[config.mk]
export PLATFORM = sky130hd
export DESIGN_NAME = serial_add_ctrl
export DESIGN_NICKNAME = d
export VERILOG_FILES = /design/src/rtl/serial_add_ctrl.sv
export SDC_FILE = /design/constraint.sdc
export NUM_CORES = 1
export LEC_CHECK = 0
export BUFFER_PORTS_ARGS = -buffer_cell sky130_fd_sc_hd__buf_4
export CORE_MARGIN = 10
export CORE_UTILIZATION = 50
export CTS_CLUSTER_DIAMETER = 80
export DETAILED_ROUTE_END_ITERATION = 10
export GPL_TIMING_DRIVEN = 1
export PLACE_DENSITY = 0.74
export SLEW_MARGIN = 20
export SYNTH_ARGS = -nofsm -noshare
export SYNTH_HDL_FRONTEND = slang
export SYNTH_SLANG_ARGS = --single-unit
[constraint.sdc]
create_clock -name clk -period 4.1 [get_ports clk]
set_input_delay 0.205 -clock clk [delete_from_list [all_inputs] [get_ports clk]]
set_output_delay 0.205 -clock clk [all_outputs]
set_load 0.02 [all_outputs]
[src/rtl/serial_add_ctrl.sv]
// Bit-serial adder sequencer: drives one external combinational full adder LSB-first over WIDTH cycles.
// Latency WIDTH+1 cycles from accepted start to the done pulse; start is only honoured in IDLE, never queued.
module serial_add_ctrl #(
   parameter int WIDTH = 8
) (
   input  logic             clk,
   input  logic             rst,
   input  logic             start,
   input  logic [WIDTH-1:0] a,
   input  logic [WIDTH-1:0] b,
   input  logic             cin,
   output logic             busy,
   output logic             done,
   output logic [WIDTH-1:0] Sum,
   output logic             Cout,
   output logic             fa_a,
   output logic             fa_b,
   output logic             fa_cin,
   input  logic             fa_sum,
   input  logic             fa_cout
);

   localparam int CW = (WIDTH > 1) ? $clog2(WIDTH) : 1;
   localparam logic [CW-1:0] LAST = CW'(WIDTH - 1);

   typedef enum logic [1:0] {
      IDLE = 2'd0,
      RUN  = 2'd1,
      DONE = 2'd2
   } state_t;

   state_t           state_q, state_d;
   logic [WIDTH-1:0] a_sr_q, a_sr_d;
   logic [WIDTH-1:0] b_sr_q, b_sr_d;
   logic [WIDTH-1:0] sum_sr_q, sum_sr_d;
   logic             carry_q, carry_d;
   logic [CW-1:0]    cnt_q, cnt_d;
   logic [WIDTH-1:0] sum_q, sum_d;
   logic             cout_q, cout_d;
   logic             busy_q, busy_d;
   logic             done_q, done_d;

   always_comb begin
      state_d  = state_q;
      a_sr_d   = a_sr_q;
      b_sr_d   = b_sr_q;
      sum_sr_d = sum_sr_q;
      carry_d  = carry_q;
      cnt_d    = cnt_q;
      sum_d    = sum_q;
      cout_d   = cout_q;
      busy_d   = busy_q;
      done_d   = 1'b0;
      case (state_q)
         IDLE: begin
            if (start) begin
               a_sr_d   = a;
               b_sr_d   = b;
               carry_d  = cin;
               cnt_d    = '0;
               sum_sr_d = '0;
               busy_d   = 1'b1;
               state_d  = RUN;
            end
         end
         RUN: begin
            sum_sr_d = {fa_sum, sum_sr_q[WIDTH-1:1]};
            carry_d  = fa_cout;
            a_sr_d   = a_sr_q >> 1;
            b_sr_d   = b_sr_q >> 1;
            cnt_d    = cnt_q + 1'b1;
            // The final bit's adder output lands straight in the result register.
            if (cnt_q == LAST) begin
               sum_d   = {fa_sum, sum_sr_q[WIDTH-1:1]};
               cout_d  = fa_cout;
               done_d  = 1'b1;
               state_d = DONE;
            end
         end
         DONE: begin
            busy_d  = 1'b0;
            state_d = IDLE;
         end
         default: begin
            busy_d  = 1'b0;
            state_d = IDLE;
         end
      endcase
   end

   always_ff @(posedge clk or posedge rst) begin
      if (rst) begin
         state_q  <= IDLE;
         a_sr_q   <= '0;
         b_sr_q   <= '0;
         sum_sr_q <= '0;
         carry_q  <= 1'b0;
         cnt_q    <= '0;
         sum_q    <= '0;
         cout_q   <= 1'b0;
         busy_q   <= 1'b0;
         done_q   <= 1'b0;
      end else begin
         state_q  <= state_d;
         a_sr_q   <= a_sr_d;
         b_sr_q   <= b_sr_d;
         sum_sr_q <= sum_sr_d;
         carry_q  <= carry_d;
         cnt_q    <= cnt_d;
         sum_q    <= sum_d;
         cout_q   <= cout_d;
         busy_q   <= busy_d;
         done_q   <= done_d;
      end
   end

   // Gated by state so a leftover carry never leaks to the adder outside RUN.
   assign fa_a   = (state_q == RUN) & a_sr_q[0];
   assign fa_b   = (state_q == RUN) & b_sr_q[0];
   assign fa_cin = (state_q == RUN) & carry_q;

   assign busy = busy_q;
   assign done = done_q;
   assign Sum  = sum_q;
   assign Cout = cout_q;

endmodule

[Word-level counts from Yosys, hierarchy flattened]
Cells that the tools add are included.
Operators by class
  equality and inequality tests: 4
  magnitude comparators: 0
  divide/modulo/power cells: 0
  bitwise logic cells: 4
  multiplexer cells: 17
  reduce and logical (&&, ||, !) cells: 6
  multipliers: 0
  shifts and indexed selects: 0
  add/sub/neg operators: 1
Operator list (count)
  8-bit one-hot mux with 2 select lines: 3
  8-bit 2-to-1 mux: 3
  2-bit AND reduction: 4
  3-bit one-hot mux with 2 select lines: 1
  1-bit 2-to-1 mux: 4
  2-bit 2-to-1 mux: 2
  2-bit != test (second input constant): 2
  1-bit one-hot mux with 2 select lines: 2
  2-bit one-hot mux with 2 select lines: 1
  3-bit by 1-bit adder with 3-bit output (second input constant): 1
  1-bit AND: 3
  3-bit equality test (second input constant): 1
  3-bit 2-to-1 mux: 1
  2-bit by 1-bit equality test with 1-bit output (second input constant): 1
  2-bit zero test: 1
  2-bit nonzero test: 1
  1-bit NOT: 1
Storage, ports and cells
  bits in latches: 0
  word-level logic and storage cells: 42
  output and inout port bits: 14
  input port bits: 22
  register bits: 41
  bits in read-only memories: 0
  memories: 0
  memory bits (writable): 0

[Depth between registers and ports, before layout]
  depth after elaboration: 3
  depth in mapped cells: 5
  gate-level depth less buffers: 5

[Worst setup path before layout]
Ideal clock, no wire load.
  path kind: register to register
  from: register cnt_q[0]
  to: register cout_q, in the netlist Cout
  stages on the path, launching flop included: 6
  arrival time: 1.255 ns
  clock period less this slack: 1.380 ns
  slack: 2.720 ns
  data required time: 3.975 ns
  path buffers: 0
  setup time: 0.125 ns
  path through: dfrtp_1 > ha_1 > ha_1 > nand2_8 > inv_4 > mux2_4
On the way
  longest elaborated chain between the ends: 2
Ends and longest elaborated chain
  start: declaration: RTL line 37  | logic [CW-1:0] cnt_q, cnt_d;
  start signal: assignment: RTL line 109  | cnt_q <= cnt_d;
  3-bit equality test: RTL line 73  | if (cnt_q == LAST) begin
  2-bit AND reduction (no line)
  end signal: assignment: RTL line 111  | cout_q <= cout_d;
  end: declaration: RTL line 39  | logic cout_q, cout_d;
Every way passes these cells.
A chain may end at the register's enable or synchronous reset.

[Worst setup path in the final report]
  from: register state_q[0]
  to: output port fa_a
On the way
  longest elaborated chain between the ends: 2
Ends and longest elaborated chain
  start: declaration: RTL line 32  | state_t state_q, state_d;
  start signal: assignment: RTL line 104  | state_q <= state_d;
  2-bit by 1-bit equality test with 1-bit output: RTL line 118  | assign fa_a = (state_q == RUN) & a_sr_q[0];
  1-bit AND: RTL line 118
  end: declaration: RTL line 16  | output logic fa_a,
Every way passes these cells.

==> flow_summary_export.csv <==
group,metric,value,unit
job,drv.max_cap_violation_count,0,
timing,timing.clock.skew,0.0133,ns
pwr,worst_ir_drop_vdd,243,uV
logic_synthesis,synth-edff-count,0,
logic_synthesis,synth_sequential_area_ratio,0.561,
logic_synthesis,post_synth_inst_count,147,
global_routing,grt_antenna_before_repair,0,
drt,detail_route.wirelength,3.70,mm
timing,fmax,480,MHz
cells_and_area,antenna-diode-count,0,
global_routing,grt_max_degree,41,
drt,num_vias,1270,
logic_synthesis,yosys_reg_bits,40,
global_routing,grt_overflow_total,0,
worst_setup_path,worst-setup-path-type,"register to output pin",
drt,dr.pass1.iters,4,
timing,fin_crit_sh,0.508,
drt,detail_route.vias_per_cell,5.50,
logic_synthesis,synthesis.area_per_instance,12.1,sq um
worst_setup_path,critical_path_required,3.89,ns
timing,finalMaxSlewViolations,0,
logic_synthesis,synth_cell_types,27,
timing,hold_viol_final,0,
clock_network,clk_latency,0.36,ns
pwr,leakage_power_figure,1.04,nW
logic_synthesis,ys_warn_count,0,
pwr,share_of_total_power_in_the_clock_network,0.134,
timing,worst_pin_slew,0.780,ns
place,port_buffers,35,
cells_and_area,stdcell_area,0.00215,sq mm
pwr,power.sequential.fraction,0.454,
timing,relSlewSlack,0.480,
floorplanning,floorplan.initialDensity,0.526,
global_routing,grt_first_pass_wirelength,6.34,mm
clock_network,clock_path_buffers,2,
floorplanning,chipWidth,79.7,um
clock_network,cts_root_buf,"sky130_fd_sc_hd__clkbuf_4",
clock_network,tritoncts.num_buffers,5,
cells_and_area,fraction_of_layout_cells_with_a_size_suffix_above_1,0.319,
outcome,outcome,"completed",
cells_and_area,fin_cells,231,
drt,postRouteAntennaNets,0,
cells_and_area,nFillCells,270,
worst_setup_path,arrival,1.88,ns
drt,wl_per_cell,16.0,um
drt,drc,0,
timing,final_setup_viols,0,
pwr,power_density,697,mW/mm^2
place,detailedPlacementHpwl,2.59,mm
cells_and_area,num-nets-final,208,
floorplanning,area_inside_the_core_boundary,0.00339,sq mm
pwr,netSwitchingFraction,0.372,
global_routing,grt_use_total,0.123,
logic_synthesis,syn-num-nets,171,
clock_network,clock_sinks,40,
drt,drt-initial-drc-count,105,
clock_network,cts.reportedPaths.clkPinSlew,0.13,ns
logic_synthesis,synth-main-ff-cell,"sky130_fd_sc_hd__dfrtp_1",
clock_network,cts-resized-gates,0,
floorplanning,num_rows,21,
worst_setup_path,crit_path_max_fanout,24,
worst_setup_path,cp_launch_type,"register",
floorplanning,pin_count,36,
place,routabilityCongestion,0.760,
logic_synthesis,asyncSetResetFlopFracSynth,1.00,
global_routing,grt_pass1_vias,1285,
worst_setup_path,timing.critical_path.to_type,"output pin",
place,place_inst,222,
logic_synthesis,synth.cell_area,0.00178,sq mm
clock_network,htree_levels,2,
floorplanning,fp.dieH,79.7,um
worst_hold_path,hold_path.class,"primary input to register",
pwr,power.combinational.fraction,0.412,
floorplanning,design.die.area,0.00636,sq mm
timing,rsz_0062_raised_after_global_routing,"no",
place,placed_cell_area,0.00208,sq mm
pwr,power.switching,0.557,mW
cells_and_area,syn_to_final_growth,20.4,%
clock_network,cts_tree,"done",
timing,timing.final.crit_period,2.08,ns
timing,timing.setup.tns,0,ns
pwr,power.internal,0.941,mW
==> cells in the mapped netlist, types with 3 or more instances <==
cell type	n	share of area
sky130_fd_sc_hd__dfrtp_1	40	0.56
sky130_fd_sc_hd__nor3b_1	10	0.042
sky130_fd_sc_hd__a22o_1	9	0.044
sky130_fd_sc_hd__mux2_4	9	0.076
sky130_fd_sc_hd__nor2b_1	9	0.032
sky130_fd_sc_hd__inv_1	8	0.017
sky130_fd_sc_hd__a21oi_1	6	0.017
sky130_fd_sc_hd__nand2_1	6	0.013
sky130_fd_sc_hd__nor2_1	6	0.013
sky130_fd_sc_hd__a221oi_1	5	0.025
sky130_fd_sc_hd__a22oi_1	5	0.021
sky130_fd_sc_hd__buf_2	5	0.014
sky130_fd_sc_hd__o21ai_0	5	0.014
sky130_fd_sc_hd__o22a_1	5	0.025
sky130_fd_sc_hd__and2_1	3	0.011
sky130_fd_sc_hd__nand3b_1	3	0.013
==> cells by family (layout without fill, tap and decap cells) <==
logic type      Yosys count  in the layout  share of synthesized area
compound gates           38             38                      0.162
mux                       9              9                     0.0757
simple gates             41             41                      0.144
fa+ha+maj                 2              2                     0.0140
buf+inv                  17             55                     0.0435
flops                    40             40                      0.561
==> worst max-delay path: stages, from the launching register on <==
cell	delay, ns
sky130_fd_sc_hd__dfrtp_1	0.77
sky130_fd_sc_hd__nor2b_1	0.20
sky130_fd_sc_hd__buf_4	0.25
sky130_fd_sc_hd__and2_1	0.16
sky130_fd_sc_hd__buf_4	0.14
==> cell type report <==
type,instances,area [sq um],share of cell area
repair buffers,38,288,0.134
clock inverters,3,18.8,0.00874
well taps,46,57.6,0.0268
inverters,9,36.3,0.0169
flip-flops and latches,40,1000,0.466
clock buffers,5,37.5,0.0175
multi-input cells,90,709,0.330
==> layout by cell type (no fill, tap or decap) <==
master,count
sky130_fd_sc_hd__clkinv_2,2
sky130_fd_sc_hd__mux2_4,9
sky130_fd_sc_hd__and2_1,3
sky130_fd_sc_hd__nor2b_1,9
sky130_fd_sc_hd__a21oi_1,6
sky130_fd_sc_hd__nand2_8,1
sky130_fd_sc_hd__dlygate4sd3_1,1
sky130_fd_sc_hd__dfrtp_1,40
sky130_fd_sc_hd__nand3b_1,3
sky130_fd_sc_hd__o21bai_2,1
sky130_fd_sc_hd__nand2_1,6
sky130_fd_sc_hd__inv_1,8
sky130_fd_sc_hd__a221oi_1,5
sky130_fd_sc_hd__buf_4,37
sky130_fd_sc_hd__inv_4,1
sky130_fd_sc_hd__a22o_1,9
sky130_fd_sc_hd__nor3b_1,10
sky130_fd_sc_hd__and2b_1,1
sky130_fd_sc_hd__ha_1,2
sky130_fd_sc_hd__a22oi_1,5
sky130_fd_sc_hd__clkinv_4,1
sky130_fd_sc_hd__nand2b_1,1
sky130_fd_sc_hd__o22a_1,5
sky130_fd_sc_hd__nand3_1,1
sky130_fd_sc_hd__nor2_1,6
sky130_fd_sc_hd__clkbuf_4,5
sky130_fd_sc_hd__o221a_2,2
sky130_fd_sc_hd__o21ai_0,5
==> layer usage <==
metal / share of wire / up-vias / wire [um] / global-route usage
li1: - / 601 / - / -
met1: 0.44 / 634 / 1640 / 0.154
met2: 0.48 / 29 / 1780 / 0.189
met3: 0.064 / 6 / 236 / 0.0518
met4: 0.012 / 0 / 46 / 0.0370
met5: 0 / - / 0 / 0
==> power groups by stage <==
stage	sequential [mW]	combinational (mW)	clock, mW
floorplan	0.686	0.425	0
global placement	0.679	0.601	0
detailed placement	0.688	0.626	0
CTS	0.681	0.628	0.206
global route	0.704	0.688	0.222
finish	0.680	0.618	0.201
==> final timing paths <==
path                             from        end  slack (ns)  depth (start not counted)
max in group asynchronous         rst  a_sr_q[2]        3.20                          4
hold / removal                 fa_sum     Sum[7]        0.08                          2
min in group asynchronous         rst   cnt_q[2]        0.55                          4
setup reg to reg           state_q[0]       Cout        2.25                          5
setup / recovery           state_q[0]       fa_a        2.02                          4
hold reg to reg                  busy       busy        0.51                          2
==> state kept, by name (all words and copies together), names as in the netlist <==
register and flops:
busy 1, a_sr_q 8, b_sr_q 8, cnt_q 3
carry_q 1, Sum 8, sum_sr_q 7, done 1
state_q 2, Cout 1
==> timing repair <==
action                    CTS  global route
hold endpoints to repair   40             0
setup buffers               0             0
hold buffers                1             0
==> stage by stage <==
stage               power, mW  utilization  worst slack [ns]  hold WS [ns]
floorplan                1.11            -              2.72         0.341
global placement         1.28        0.613              2.21         0.354
detailed placement       1.31        0.613              2.11         0.368
CTS                      1.51        0.633              2.01        0.0723
global route             1.61        0.634              1.87        0.0675
finish                   1.50        0.634              2.02        0.0811
Power figures use the tool's default switching activity.
